## src/rtl/sa_pkg.sv

```systemverilog
// -----------------------------------------------------------------------------
// sa_pkg
// Shared definitions for the systolic-array skew feeder.
//   - feeder_state_e : feeder FSM state encoding
//   - DEFAULT_DATA_WIDTH / DEFAULT_CTRL_WIDTH : default lane and control widths
//   - lane_lsb()     : bit offset of a lane inside a packed multi-lane vector
// Optional feature macro used by the feeder top: SA_FEEDER_BEAT_CNT_EN.
// -----------------------------------------------------------------------------
package sa_pkg;

   typedef enum logic [1:0] {
      ST_IDLE   = 2'd0,
      ST_STREAM = 2'd1,
      ST_DRAIN  = 2'd2,
      ST_DONE   = 2'd3
   } feeder_state_e;

   localparam int DEFAULT_DATA_WIDTH = 32;
   localparam int DEFAULT_CTRL_WIDTH = 3;

   // Lane r of a packed vector occupies bits [lane_lsb(r, w) +: w].
   function automatic int unsigned lane_lsb(input int unsigned lane,
                                            input int unsigned width);
      return lane * width;
   endfunction

endpackage

```

## src/rtl/sa_skew_line.sv

```systemverilog
// -----------------------------------------------------------------------------
// sa_skew_line
// Fixed-depth delay line for one {valid, data} lane of the skew feeder.
// DEPTH = 0 is a combinational pass-through (used by lane 0).
// Ports:
//   clk_i    clock
//   rst_ni   asynchronous reset, active-low; clears every stage
//   valid_i  lane valid entering the line
//   data_i   lane word entering the line
//   valid_o  lane valid after DEPTH cycles
//   data_o   lane word after DEPTH cycles
// -----------------------------------------------------------------------------
module sa_skew_line #(
   parameter int DEPTH = 1,
   parameter int WIDTH = 32
) (
   input  logic             clk_i,
   input  logic             rst_ni,
   input  logic             valid_i,
   input  logic [WIDTH-1:0] data_i,
   output logic             valid_o,
   output logic [WIDTH-1:0] data_o
);

   if (DEPTH == 0) begin : g_pass
      assign valid_o = valid_i;
      assign data_o  = data_i;
      // Clock and reset have no load in the pass-through configuration.
      logic unused_clk_rst;
      assign unused_clk_rst = clk_i ^ rst_ni;
   end else begin : g_delay
      // Stage 0 is the newest entry, stage DEPTH-1 drives the output.
      logic [WIDTH:0] line_q [DEPTH];

      always_ff @(posedge clk_i or negedge rst_ni) begin
         if (!rst_ni) begin
            for (int i = 0; i < DEPTH; i++) line_q[i] <= '0;
         end else begin
            line_q[0] <= {valid_i, data_i};
            for (int i = 1; i < DEPTH; i++) line_q[i] <= line_q[i-1];
         end
      end

      assign {valid_o, data_o} = line_q[DEPTH-1];
   end

endmodule

```

## src/rtl/sa_skew_feeder.sv

```systemverilog
// -----------------------------------------------------------------------------
// sa_skew_feeder
// Left-edge feeder of the systolic array. Accepts one NUM_ROWS-lane vector per
// beat and skews it so lane r reaches the array r cycles after lane 0. Cycles
// without an accepted beat inject zero bubbles, since array cells never stall.
// After the last beat of a block the skew lines drain and done pulses once,
// aligned with the last beat leaving lane NUM_ROWS-1.
//
// Handshake: a beat transfers on a rising edge where in_valid && in_ready.
// in_ready depends only on the FSM state, never on in_valid. in_last and
// in_ctrl are only looked at when a beat transfers.
//
// Ports:
//   clk, rst (async, active-low)
//   in_valid, in_ready, in_data, in_ctrl, in_last : upstream beat interface
//   left_out, lane_valid : skewed lanes to the array left inputs
//   ctrl_out             : control word aligned with lane 0
//   busy, done           : block status
//   beat_count           : accepted beats in the current block
//                          (only when SA_FEEDER_BEAT_CNT_EN is defined)
// -----------------------------------------------------------------------------
module sa_skew_feeder
   import sa_pkg::*;
#(
   parameter int DATA_WIDTH = DEFAULT_DATA_WIDTH,
   parameter int CTRL_WIDTH = DEFAULT_CTRL_WIDTH,
   parameter int NUM_ROWS   = 4
) (
   input  logic                           clk,
   input  logic                           rst,
   input  logic                           in_valid,
   output logic                           in_ready,
   input  logic [NUM_ROWS*DATA_WIDTH-1:0] in_data,
   input  logic [CTRL_WIDTH-1:0]          in_ctrl,
   input  logic                           in_last,
   output logic [NUM_ROWS*DATA_WIDTH-1:0] left_out,
   output logic [NUM_ROWS-1:0]            lane_valid,
   output logic [CTRL_WIDTH-1:0]          ctrl_out,
   output logic                           busy,
`ifdef SA_FEEDER_BEAT_CNT_EN
   output logic [15:0]                    beat_count,
`endif
   output logic                           done
);

   // Drain counter runs NUM_ROWS-2 .. 0, so NUM_ROWS-1 drain cycles in total.
   localparam int CNT_W = (NUM_ROWS > 2) ? $clog2(NUM_ROWS) : 1;
   localparam logic [CNT_W-1:0] DRAIN_LOAD = CNT_W'((NUM_ROWS >= 2) ? NUM_ROWS - 2 : 0);

   feeder_state_e state_q, state_d;
   logic [CNT_W-1:0] drain_q, drain_d;

   logic accept;

   // Input register stage: the beat (or a zero bubble) for lane 0 timing.
   logic [NUM_ROWS*DATA_WIDTH-1:0] stage_q;
   logic                           stage_v_q;
   logic [CTRL_WIDTH-1:0]          ctrl_q;

   assign in_ready = (state_q == ST_IDLE) || (state_q == ST_STREAM);
   assign accept   = in_valid && in_ready;
   assign busy     = (state_q != ST_IDLE);
   assign done     = (state_q == ST_DONE);
   assign ctrl_out = ctrl_q;

   always_ff @(posedge clk or negedge rst) begin
      if (!rst) begin
         stage_q   <= '0;
         stage_v_q <= 1'b0;
         ctrl_q    <= '0;
      end else begin
         stage_v_q <= accept;
         stage_q   <= accept ? in_data : '0;
         ctrl_q    <= accept ? in_ctrl : '0;
      end
   end

   // Lane r gets r extra cycles of delay behind the shared input stage.
   for (genvar r = 0; r < NUM_ROWS; r++) begin : g_lane
      localparam int LSB = lane_lsb(r, DATA_WIDTH);
      sa_skew_line #(
         .DEPTH (r),
         .WIDTH (DATA_WIDTH)
      ) u_line (
         .clk_i   (clk),
         .rst_ni  (rst),
         .valid_i (stage_v_q),
         .data_i  (stage_q[LSB +: DATA_WIDTH]),
         .valid_o (lane_valid[r]),
         .data_o  (left_out[LSB +: DATA_WIDTH])
      );
   end

   // ---------------------------------------------------------------- FSM
   always_ff @(posedge clk or negedge rst) begin
      if (!rst) begin
         state_q <= ST_IDLE;
         drain_q <= '0;
      end else begin
         state_q <= state_d;
         drain_q <= drain_d;
      end
   end

   always_comb begin
      state_d = state_q;
      drain_d = drain_q;
      case (state_q)
         ST_IDLE, ST_STREAM: begin
            if (accept) begin
               if (in_last) begin
                  // A single-lane array has nothing to drain.
                  if (NUM_ROWS == 1) begin
                     state_d = ST_DONE;
                  end else begin
                     state_d = ST_DRAIN;
                     drain_d = DRAIN_LOAD;
                  end
               end else begin
                  state_d = ST_STREAM;
               end
            end
         end
         ST_DRAIN: begin
            if (drain_q == '0) state_d = ST_DONE;
            else               drain_d = drain_q - CNT_W'(1);
         end
         ST_DONE: state_d = ST_IDLE;
         default: state_d = ST_IDLE;
      endcase
   end

`ifdef SA_FEEDER_BEAT_CNT_EN
   // ------------------------------------------------------- beat counter
   logic [15:0] beat_cnt_q, beat_cnt_d;

   always_comb begin
      beat_cnt_d = beat_cnt_q;
      if (state_q == ST_DONE)                        beat_cnt_d = '0;
      else if (accept && (beat_cnt_q != 16'hFFFF))   beat_cnt_d = beat_cnt_q + 16'd1;
   end

   always_ff @(posedge clk or negedge rst) begin
      if (!rst) beat_cnt_q <= '0;
      else      beat_cnt_q <= beat_cnt_d;
   end

   assign beat_count = beat_cnt_q;
`endif

endmodule
```

## config.mk

```make
export PLATFORM = sky130hd
export DESIGN_NAME = sa_skew_feeder
export DESIGN_NICKNAME = d
export VERILOG_FILES = /design/src/rtl/sa_pkg.sv /design/src/rtl/sa_skew_line.sv /design/src/rtl/sa_skew_feeder.sv
export SDC_FILE = /design/constraint.sdc
export NUM_CORES = 1
export LEC_CHECK = 0
export BUFFER_PORTS_ARGS = -buffer_cell sky130_fd_sc_hd__buf_4
export CAP_MARGIN = 20
export CORE_MARGIN = 4
export CORE_UTILIZATION = 45
export CTS_CLUSTER_SIZE = 8
export DETAILED_ROUTE_END_ITERATION = 6
export PLACE_DENSITY = 0.77
export SYNTH_ARGS = -nofsm -noshare
export SYNTH_HDL_FRONTEND = slang
export SYNTH_SLANG_ARGS = --single-unit
export TNS_END_PERCENT = 30
```

## constraint.sdc

```tcl
create_clock -name clk -period 3.33 [get_ports clk]
set_input_delay 0.666 -clock clk [delete_from_list [all_inputs] [get_ports clk]]
set_output_delay 0.666 -clock clk [all_outputs]
set_load 0.1 [all_outputs]
```

== After elaboration in Yosys (flattened, before gate mapping) ==
Cells that the tools add are included.
Cells by class
  add/sub/neg operators: 1
  reduce and logical (&&, ||, !) cells: 9
  equal/unequal tests: 7
  mux-type cells: 10
Operator list (number)
  2-to-1 mux 128 bit: 1
  2-to-1 mux 2 bit: 6
  inequality test 2 bit, second input constant: 4
  one-hot mux 2 bit (3 select lines): 1
  == test 2 bit, second input constant: 2
  zero test 2 bit: 2
  one-hot mux 2 bit (2 select lines): 1
  AND reduction 4 bit: 1
  nonzero test 2 bit: 2
  2-to-1 mux 3 bit: 1
  == test 2 x 1 -> 1 bit, second input constant: 1
  AND reduction 2 bit: 1
  OR reduction 2 bit: 1
  subtractor 2 x 1 -> 2 bit, second input constant: 1
  logical AND 1 bit: 1
  logical OR 1 bit: 1
Word-level totals
  logic and storage cells: 38
  output and inout bits: 138
  bits in registers: 334
  input port bits: 135

== Longest topological paths before layout ==
Gate-level depths: netlist of run 1.
  depth after elaboration: 5
  mapped depth: 5
  mapped depth without buffers: 5

== Hierarchy ==
Synthesis of run 1 repeated with hierarchy kept, for this count alone.
Unflattened totals
  cell total of the unflattened synthesis: 595
  area total of the unflattened synthesis: 10092.2 µm²
By module, submodules not included
  sa_skew_feeder: sequential area each 3403.3 µm², cells each 300, instances 1, area an instance 4409.2 µm²
  sa_skew_line at g_lane[3].u_line: sequential area each 2477.4 µm², cells each 131, instances 1, area an instance 2717.6 µm²
  sa_skew_line at g_lane[2].u_line: sequential area each 1651.6 µm², cells each 98, instances 1, area an instance 1891.8 µm²
  sa_skew_line at g_lane[1].u_line: sequential area each 825.8 µm², cells each 33, instances 1, area an instance 825.8 µm²
  sa_skew_line at g_lane[0].u_line: sequential area each 0.0 µm², cells each 33, instances 1, area an instance 247.7 µm²

== Least setup slack after synthesis of run 1 ==
Ideal clock, no wire load.
  path type: register to output
  start point: reg state_q[1]
  end point: out in_ready
  path slack: 1612 ps
  arrival time: 1052 ps
  cell stages (with the launch flop): 2
  required time: 2664 ps
  buffers on the path: 0
  cell sequence: dfrtp_1 > inv_1
Between the ends
  longest elaborated chain between the ends: 2
  elaborated cells on any way between the ends: 3
  those cells by class: 1 x eq/ne; 2 x reduce/logical
RTL lines
  start: declaration: line sa_skew_feeder.sv:50  | feeder_state_e state_q, state_d;
  start signal: assignment: line sa_skew_feeder.sv:100  | state_q <= state_d;
  == test 2 x 1 -> 1 bit or zero test 2 bit (tied branches): line sa_skew_feeder.sv:60  | assign in_ready = (state_q == ST_IDLE) || (state_q == ST_STREAM);
  logical OR 1 bit (*): line sa_skew_feeder.sv:60
  end: declaration: line sa_skew_feeder.sv:32  | output logic in_ready,
Mark *: on every way between the ends. The rest lies on a longest branch, timed or not.

== Worst setup path in the final report of run 1 ==
  start point: reg state_q[1]
  end point: out busy
Between the ends
  longest elaborated chain between the ends: 1
RTL lines
  nonzero test 2 bit: line sa_skew_feeder.sv:62  | assign busy = (state_q != ST_IDLE);
  end: declaration: line sa_skew_feeder.sv:39  | output logic busy,
No other way between the ends.

==> impl_metrics.csv, run 1 <==
group,metric,value,unit
status,status,"finished clean",
grt,overflow,0,
floorplanning,dieWidth,155.6,um
setup_path,cp_max_fo,8,
floorplanning,start_util,46.18,%
placement,place_congestion,0.7218,
final_layout,fillers,1561,
clocking,clock_latency,0.51,ns
final_layout,nets,945,
final_layout,antenna_cells,0,
clocking,cts_made_buffers,47,
timing,clock_skew,0.02082,ns
timing,max_freq,0.4632,GHz
floorplanning,dieArea,0.02420,mm2
yosys,syn_area,0.009799,mm2
final_layout,final_layout_size_suffix_gt1_share,41.04,%
clocking,cts_resized,0,
setup_path,worst_ep_required_time,2.66,ns
job,drv_cap,0,
power,leakage,6.820,nW
clocking,htreeDepth,2,
timing,fin_setup_tns,0,ns
final_layout,final_area,0.01290,mm2
yosys,post_synth_and_or_nand_nor_area_fraction,9.040,%
power,powerDensity,925.4,mW/mm2
detailed_routing,first_iter_violations,180,
worst_hold_path,min_path_type,"input port to async pin",
grt,grt_pass1_vias,5236,
power,finalPower,11.94,mW
grt,grt.total_usage,14.94,%
yosys,yosys_warnings,0,
yosys,synthXorXnorAreaFrac,0,%
setup_path,endpoint_kind,"output pin",
timing,timing.final.hold_violations,0,
clocking,clk_pin_slew,0.04,ns
detailed_routing,antenna_left,0,
timing,slew_viol_final,0,
detailed_routing,viasPerCell,4.311,
timing,tightestPinTransition,0.7051,ns
detailed_routing,drt_pass1_iterations,4,
clocking,cts_hold_buf,0,
setup_path,worstPathArrival,1.49,ns
yosys,synthMuxAreaShare,0,%
yosys,synth_top_family_by_area,"simple AND/OR/NAND/NOR gates",
yosys,synthCells,563,
timing,min_period,2.159,ns
grt,grt_pass1_wl,28010,um
final_layout,multi_input_area,927.1,um2
setup_path,cp_cell_sequence,"or2_2 > buf_4",
clocking,clockBufferDepth,3,
timing,timing.slew.headroom,52.99,%
power,ir_drop,0.6053,mV
placement,dpl-instance-area,0.01171,mm2
placement,place_ws,1.311,ns
grt,antenna_found_initial,2,
timing,final.period_utilization,64.83,%
floorplanning,num_rows,53,
timing,finalSetupViolCount,0,
yosys,syn_nets,699,
floorplanning,core,0.02122,mm2
timing,rsz0062_at_grt,"false",
yosys,synth_cell_types,17,
yosys,seq_area_frac_synth,84.53,%
detailed_routing,vias,4673,
setup_path,cp-start-kind,"register",
setup_path,r2r_cells,3,
placement,io_buffers,272,
detailed_routing,wl_per_cell,16.39,um
floorplanning,die_h,155.6,um
clocking,root_buffer,"clkbuf_16",
setup_path,critical_path_class,"register to output pin",
final_layout,seqCellArea,0.008283,mm2
final_layout,area_delta_synth_final,31.65,%
detailed_routing,drt-total-wl,17770,um
clocking,cts_sinks,331,
yosys,synth-seq-cells,331,
yosys,synthAdderAreaFrac,0.1277,%
placement,dp_hpwl,12260,um
setup_path,cp_slowest_cell,"dfrtp_1",
clocking,tritoncts,"done",
timing,setup_ws,1.171,ns
yosys,synth_compound_area_share,0.2937,%
yosys,postSynthAreaPerCell,17.41,um2
setup_path,max_stage_delay,0.46,ns
clocking,cts_setup_buffers,0,
floorplanning,io_pins,273,
detailed_routing,drc,0,
grt,grt_max_degree,98,
[state kept, by name, indices dropped and copies added, names as in the netlist]
signal / flops
stage_v_q: 1
g_lane.u_line.g_delay.line_q: 129
g_lane.u_line.data_o: 64
state_q: 2
drain_q: 2
ctrl_out: 3
stage_q: 128
g_lane.u_line.valid_o: 2
[cell usage after synthesis, drive strengths merged]
library cell / instances / area share (%)
dfrtp: 331 / 85
or2: 1 / 0.064
o21ai: 4 / 0.20
nand2: 2 / 0.077
nand3b: 2 / 0.15
clkbuf: 13 / 0.60
nor2b: 1 / 0.14
nand3: 1 / 0.051
inv: 4 / 0.15
buf: 69 / 5.3
ha: 1 / 0.13
and2: 132 / 8.4
o22a: 1 / 0.089
or3b: 1 / 0.11
[worst max-delay path, delay by kind of cell (launching register included)]
kind,cells,cell delay (ns)
DFF,1,0.46
buffers and inverters,1,0.23
and+or+nand+nor,1,0.30
[placed cells by master, fill, tap and decap left out]
cell and count:
and2_1 131, buf_4 275, ha_1 1, or2_2 1, buf_12 3, and2_2 1
nand2_1 2, inv_6 1, nand3_1 1, or3b_4 1, buf_8 1, o22a_1 1
nor2b_4 1, nand3b_1 2, o21ai_0 4, inv_1 4, clkbuf_16 47, dfrtp_1 331
clkinvlp_4 1
[per-layer routing]
layer | part of all wire, % | routed length [um] | global-route usage (%)
met1 | 36 | 6383 | 17.59
met2 | 49 | 8737 | 24.04
met3 | 12 | 2092 | 7.157
met4 | 3.0 | 529 | 5.669
met5 | 0.15 | 26 | 0
[layout make-up]
type | instances | area share, %
well taps | 275 | 2.667
flip-flops and latches | 331 | 64.20
clock inverters | 2 | 0.1261
repair buffers | 279 | 16.58
clock buffers | 47 | 9.117
multi-input cells | 146 | 7.187
inverters | 4 | 0.1164
[cells by family after synthesis]
kind of cell | Yosys count
fa+ha+maj | 1
simple gates | 140
flops | 331
compound gates | 5
buf+inv | 86
[final timing paths]
kind                                                      from                            endpoint  slack, ns
max                                                 state_q[1]                                busy       1.17
min                                                        rst         g_lane[2].u_line.data_o[15]       0.16
max reg2reg                                         state_q[1]                        stage_q[115]       1.64
min reg2reg                g_lane[2].u_line.g_delay.line_q[61]         g_lane[2].u_line.data_o[28]       0.33
max in group asynchronous                                  rst  g_lane[1].u_line.g_delay.line_q[1]       2.27
min in group clk           g_lane[2].u_line.g_delay.line_q[61]         g_lane[2].u_line.data_o[28]       0.33
[per-stage QoR]
stage               utilization [%]  hold slack, ns  instances
finish                        60.80          0.1591       1084
floorplan                         -          0.3312        563
CTS                           60.80          0.1901       1084
detailed placement            55.18          0.3347       1035
global placement              55.18          0.3310       1035
global route                  60.80          0.2141       1084
[power breakdown]
part           switching, mW  internal (mW)
Clock                   1.46           2.45
Sequential             0.196           4.66
Combinational           2.53          0.640
Note: power is estimated with default switching activity, not from simulation.
==> inputs of run 2 (changes only) <==
clock period = 2 ns   (was 3.33 ns; I/O delays follow)
==> run 2 against run 1 <==
Compared with the run above:
- critical path type unchanged
- non-clock buffer count increased by 8
- wire length increased by 1.1%
- register-to-register slack got worse by 0.98 ns
- total power increased by 69%
- largest power group unchanged
- critical path depth unchanged
- sequential cell count unchanged
- first-iteration DRC count increased by 3.9%
- final cell count increased by 1.1%
- clock power increased by 72%
- sequential share of layout area decreased by 0.69 points
- cell area increased by 1.1%
==> impl_metrics.csv, run 2 (same netlist as run 1, synthesis figures left out) <==
group,metric,value,unit
final_layout,fin_util,61.46,%
floorplanning,num_rows,53,
setup_path,r2r_slack,0.66,ns
detailed_routing,drt_pass1_iterations,4,
final_layout,largest_register_ff_count,129,
clocking,clockBufferDepth,3,
power,ir_drop,1.015,mV
floorplanning,dieArea,0.02420,mm2
grt,overflow,0,
setup_path,cp_slowest_cell,"dfrtp_1",
final_layout,antenna_cells,0,
floorplanning,core,0.02122,mm2
placement,place_ws,0.6288,ns
setup_path,worstPathArrival,1.50,ns
timing,clock_skew,0.009772,ns
grt,grt_pass1_wl,28150,um
grt,grt_max_degree,77,
detailed_routing,antenna_left,0,
detailed_routing,drc,0,
detailed_routing,wl_per_cell,16.39,um
floorplanning,dieWidth,155.6,um
setup_path,cp-start-kind,"register",
status,status,"finished clean",
timing,min_period,1.904,ns
setup_path,r2r_cells,4,
setup_path,cp_num_buf_inv,1,
timing,rsz0062_at_grt,"false",
clocking,root_buffer,"clkbuf_16",
timing,timing.slew.headroom,68.58,%
final_layout,layout_commonest_cell,"dfrtp_1",
worst_hold_path,min_path_type,"input port to register",
final_layout,top_register,"g_lane.u_line.g_delay.line_q",
setup_path,cp_max_fo,8,
setup_path,crit_end,"busy",
clocking,clk_pin_slew,0.05,ns
grt,antenna_found_initial,0,
setup_path,path_depth,2,
placement,place_congestion,0.7350,
final_layout,nets,953,
placement,place_inst,1042,
clocking,cts_made_buffers,47,
final_layout,multi_input_area,927.1,um2
final_layout,final_layout_size_suffix_gt1_share,41.66,%
power,finalPower,20.12,mW
timing,fin_setup_tns,0,ns
setup_path,worst_ep_required_time,1.60,ns
final_layout,seqCellArea,0.008283,mm2
timing,tightestPinTransition,0.4713,ns
setup_path,r2r_end,"drain_q[1]",
timing,holdWs,0.08937,ns
final_layout,final_cells,1096,
final_layout,area_delta_synth_final,33.08,%
setup_path,cp_cell_sequence,"or2_2 > buf_4",
detailed_routing,viasPerCell,4.325,
power,powerDensity,1543,mW/mm2
placement,dp_hpwl,12280,um
detailed_routing,drt-total-wl,17960,um
setup_path,endpoint_kind,"output pin",
clocking,cts_setup_buffers,0,
placement,io_buffers,272,
final_layout,final_area,0.01304,mm2
clocking,clock_latency,0.51,ns
grt,grt_pass1_vias,5263,
final_layout,fillers,1587,
timing,timing.final.hold_violations,0,
placement,dpl-instance-area,0.01177,mm2
worst_hold_path,worstHoldStart,"in_data[15]",
timing,slew_viol_final,0,
setup_path,startpoint,"state_q[1]",
timing,final.period_utilization,95.20,%
setup_path,crit_family,"flip-flops",
final_layout,final_cell_mix,"331 x dfrtp_1, 281 x buf_4, 131 x and2_1",
clocking,cts_sinks,331,
floorplanning,start_util,46.18,%
grt,grt.total_usage,15.07,%
clocking,htreeDepth,2,
timing,setup_ws,0.09606,ns
power,leakage,6.898,nW
timing,finalSetupViolCount,0,
floorplanning,io_pins,273,
floorplanning,die_h,155.6,um
detailed_routing,vias,4740,
setup_path,max_stage_delay,0.45,ns
setup_path,critical_path_class,"register to output pin",
clocking,tritoncts,"done",
timing,max_freq,0.5252,GHz
job,drv_cap,0,
detailed_routing,first_iter_violations,187,
setup_path,regToRegStartpoint,"drain_q[0]",
-- run 2: cell types whose count changed in the layout (fill, tap and decap cells not counted), sizes merged --
cell / change
buf: +7
clkbuf: +4
clkinvlp: -1
dlygate4sd3: +1
clkinv: +1
-- run 2: how the worst min path moves through the flow --
stage	to	slack [ns]	cells past startpoint
2_1_floorplan	ctrl_out[0]	0.10	0
3_3_place_gp	g_lane[3].u_line.data_o[10]	0.33	0
3_5_place_dp	g_lane[1].u_line.g_delay.line_q[25]	0.33	0
4_1_cts	stage_q[51]	0.06	2
5_1_grt	stage_q[86]	0.06	2
6_report	stage_q[15]	0.09	2
-- run 2: routing by layer --
layer  GRT usage (%)  part of all wire, %  routed length (um)
met3           6.657                   11                1912
met4           5.669                  2.7                 490
met2           25.42                   51                9117
met1           17.05                   36                6445
met5               0                    0                   0
-- run 2: layout make-up --
| class | count | area share, % |
|---|---|---|
| clock buffers | 51 | 9.450 |
| clock inverters | 2 | 0.1919 |
| inverters | 4 | 0.1151 |
| multi-input cells | 146 | 7.109 |
| flip-flops and latches | 331 | 63.51 |
| well taps | 275 | 2.638 |
| repair buffers | 287 | 16.98 |
-- run 2: where the power goes --
group	internal [mW]	switching, mW	total (mW)
sequential	7.77	0.338	8.11
combinational	1.09	4.21	5.30
clock	4.26	2.45	6.72
-- run 2: repair_timing --
action / 4_1_cts / 5_1_grt
resized for setup: 0 / 0
hold endpoints to repair: 46 / 0
hold buffers: 1 / 0
-- run 2: worst reg2reg max path, delay by kind of cell (launching register included) --
kind            cells  cell delay, ns
compound gates      1            0.21
fa+ha+maj           1            0.20
buf+inv             1            0.05
flops               1            0.36
simple gates        1            0.39
==> inputs of run 3 (changes only) <==
ABC_AREA = 1   (was default)
SKIP_CTS_REPAIR_TIMING = 1   (was default)
==> run 3 against run 2 <==
Compared with the run above:
- highest routed layer unchanged
- clock power is essentially flat
- count of clock-buffer cells in the layout shrank 3
- combinational power shrank 12%
- die area grew 1.8%
- sequential share of layout area shrank 0.89 points
- cell area grew 1.4%
- register-to-register slack lost 0.06 ns
- wire length grew 7.7%
- via count grew 8.4%
- first-iteration DRC count shrank 13%
- setup slack gained 0.12 ns
- synthesized area grew 2.0%
==> impl_metrics.csv, run 3 <==
group,metric,value,unit
status,status,"finished clean",
clocking,cts_made_buffers,47,
yosys,seq_area_frac_synth,82.91,%
floorplanning,num_rows,54,
yosys,yosys_warnings,0,
power,intPower,12.68,mW
timing,rsz0062_at_grt,"false",
grt,grt.total_usage,15.74,%
detailed_routing,antenna_left,0,
power,finalPower,19.23,mW
final_layout,largest_register_ff_count,129,
grt,use_met3,4.537,%
detailed_routing,drt-total-wl,19340,um
clocking,htreeDepth,2,
power,seq_power_share,41.0,%
clocking,root_buffer,"clkbuf_16",
yosys,syn_area,0.009991,mm2
placement,place_inst,1182,
timing,timing.final.hold_violations,0,
final_layout,final_layout_size_suffix_gt1_share,35.22,%
floorplanning,core,0.02182,mm2
floorplanning,dieWidth,157,um
yosys,yosysMostFrequentCell,"dfrtp_1",
grt,grt_max_degree,57,
power,p_sw,6.549,mW
setup_path,r2r_cells,4,
detailed_routing,first_iter_violations,163,
power,p_comb_share,24.1,%
final_layout,final_area,0.01323,mm2
floorplanning,start_util,45.78,%
placement,dpl-instance-area,0.01198,mm2
setup_path,critical_path_class,"register to output pin",
clocking,clk_pin_slew,0.05,ns
grt,use_met2,27.70,%
placement,place_ws,0.5707,ns
yosys,synthCells,702,
detailed_routing,vias,5136,
power,ir_drop,1.064,mV
setup_path,r2r_slack,0.60,ns
timing,fin_setup_tns,0,ns
setup_path,r2r_end,"stage_q[84]",
placement,io_buffers,272,
timing,tightestPinTransition,0.4990,ns
grt,overflow,0,
setup_path,worstPathArrival,1.39,ns
final_layout,final_cells,1234,
setup_path,worst_ep_required_time,1.60,ns
timing,setup_ws,0.2134,ns
final_layout,layout_commonest_cell,"dfrtp_1",
grt,met1_usage,17.87,%
worst_hold_path,min_path_type,"input port to register",
timing,min_period,1.787,ns
yosys,synthArstFlopShare,100.0,%
clocking,cts_sinks,331,
setup_path,cp_max_fo,5,
clocking,tritoncts,"done",
final_layout,area_delta_synth_final,32.39,%
power,leakage,7.494,nW
final_layout,antenna_cells,0,
setup_path,regToRegStartpoint,"state_q[1]",
placement,dp_hpwl,13040,um
timing,finalSetupViolCount,0,
detailed_routing,drt_pass1_iterations,4,
timing,max_freq,0.5597,GHz
floorplanning,io_pins,273,
grt,grt_pass1_vias,5576,
yosys,synth_edf_count,0,
grt,antenna_found_initial,0,
worst_hold_path,hold_path_end,"stage_q[0]",
yosys,yosys.area.top_type_share,82.91,%
timing,clock_skew,0.01783,ns
yosys,synthTopCellsByArea,"dfrtp_1 83%, buf_4 5.8%, inv_1 5.1%, nor2_1 5.0%, nand2_1 0.34%",
clocking,clockBufferDepth,3,
detailed_routing,viasPerCell,4.162,
final_layout,nets,1088,
yosys,synth-seq-cells,331,
worst_hold_path,worstHoldStart,"in_data[0]",
setup_path,cp-start-kind,"register",
floorplanning,dieArea,0.02465,mm2
final_layout,top_register,"g_lane.u_line.g_delay.line_q",
setup_path,crit_family,"flip-flops",
timing,final.period_utilization,89.33,%
power,switching_share,34.05,%
yosys,synth_top_cell_by_area,"dfrtp_1",
setup_path,cp_num_buf_inv,2,
clocking,clock_latency,0.52,ns
power,powerDensity,1454,mW/mm2
grt,grt_pass1_wl,29730,um
setup_path,endpoint_kind,"output pin",
yosys,postSynthAreaPerCell,14.23,um2
power,pwr-share-clk,34.8,%
setup_path,cp_slowest_cell,"dfrtp_1",
job,drv_cap,0,
grt,top_usage_layer,"met2",
yosys,synth_commonest_cells,"331 x dfrtp_1, 137 x inv_1, 133 x nor2_1, 77 x buf_4, 9 x nand2_1",
setup_path,max_stage_delay,0.41,ns
yosys,synth_cell_types,12,
yosys,synthFlopType,"dfrtp_1",
detailed_routing,drc,0,
floorplanning,die_h,157,um
setup_path,cp_cell_sequence,"inv_2 > nand2_2 > buf_4",
detailed_routing,wl_per_cell,15.68,um
final_layout,final_cell_mix,"331 x dfrtp_1, 272 x buf_4, 137 x inv_1",
timing,timing.slew.headroom,66.74,%
timing,slew_viol_final,0,
worst_hold_path,whs_path_depth,3,
placement,place_congestion,0.7909,
yosys,syn_nets,838,
==> run 3: cell types whose count changed after synthesis, sizes merged <==
cell	change
a21oi	+1
and2	-132
buf	+13
clkbuf	-13
inv	+134
nand2	+8
nand3	+4
nand3b	-2
nor2	+133
nor2b	-1
o21ai	-3
o22a	-1
or2	-1
or3b	-1
==> run 3: cell families after synthesis <==
logic type | after synthesis | synth area share, %
DFF | 331 | 82.91
and+or+nand+nor | 148 | 5.648
adders and majority gates | 1 | 0.1252
buffers and inverters | 220 | 11.22
AOI/OAI and AO/OA | 2 | 0.1001
==> run 3: power by group through the flow <==
stage	clock network (mW)	registers (mW)	logic [mW]
after floorplan	0	9.23	2.40
after global placement	0	7.94	4.62
after detailed placement	0	7.99	4.68
after CTS	6.90	7.91	4.69
after global routing	7.22	7.98	4.83
final	6.70	7.89	4.64
==> run 3: worst min-delay path, delay by kind of cell <==
kind	cells	cell delay, ns
buf+inv	2	0.15
simple gates	1	0.03
==> run 3: worst max-delay path by stage <==
stage | from | to | cells after the start
finish | state_q[1] | busy | 3
global route | state_q[1] | busy | 3
CTS | state_q[1] | busy | 3
detailed placement | in_valid | stage_q[51] | 4
global placement | in_valid | stage_q[75] | 4
floorplan | state_q[1] | state_q[0] | 4
==> run 3: stage by stage <==
| step | hold slack, ns | util (%) |
|---|---|---|
| floorplan | 0.1044 | - |
| global placement | 0.3310 | 54.91 |
| detailed placement | 0.3347 | 54.91 |
| CTS | -0.1837 | 60.56 |
| global route | 0.08067 | 60.61 |
| finish | 0.09473 | 60.61 |
==> run 3: metal layers <==
layer | up-vias | share of wire [%]
li1 | 2414 | -
met1 | 2501 | 35
met5 | - | 0
met3 | 56 | 7.0
met2 | 165 | 54
met4 | 0 | 3.7
==> run 3: area by class of cell <==
type,instances,area [um2]
Clock inverter,3,32.53
Timing Repair Buffer,283,2247
Tap cell,280,350.3
Sequential cell,331,8283
Clock buffer,48,1201
Fill cell,1658,8597
Multi-Input combinational cell,151,594.3
Inverter,138,518.0
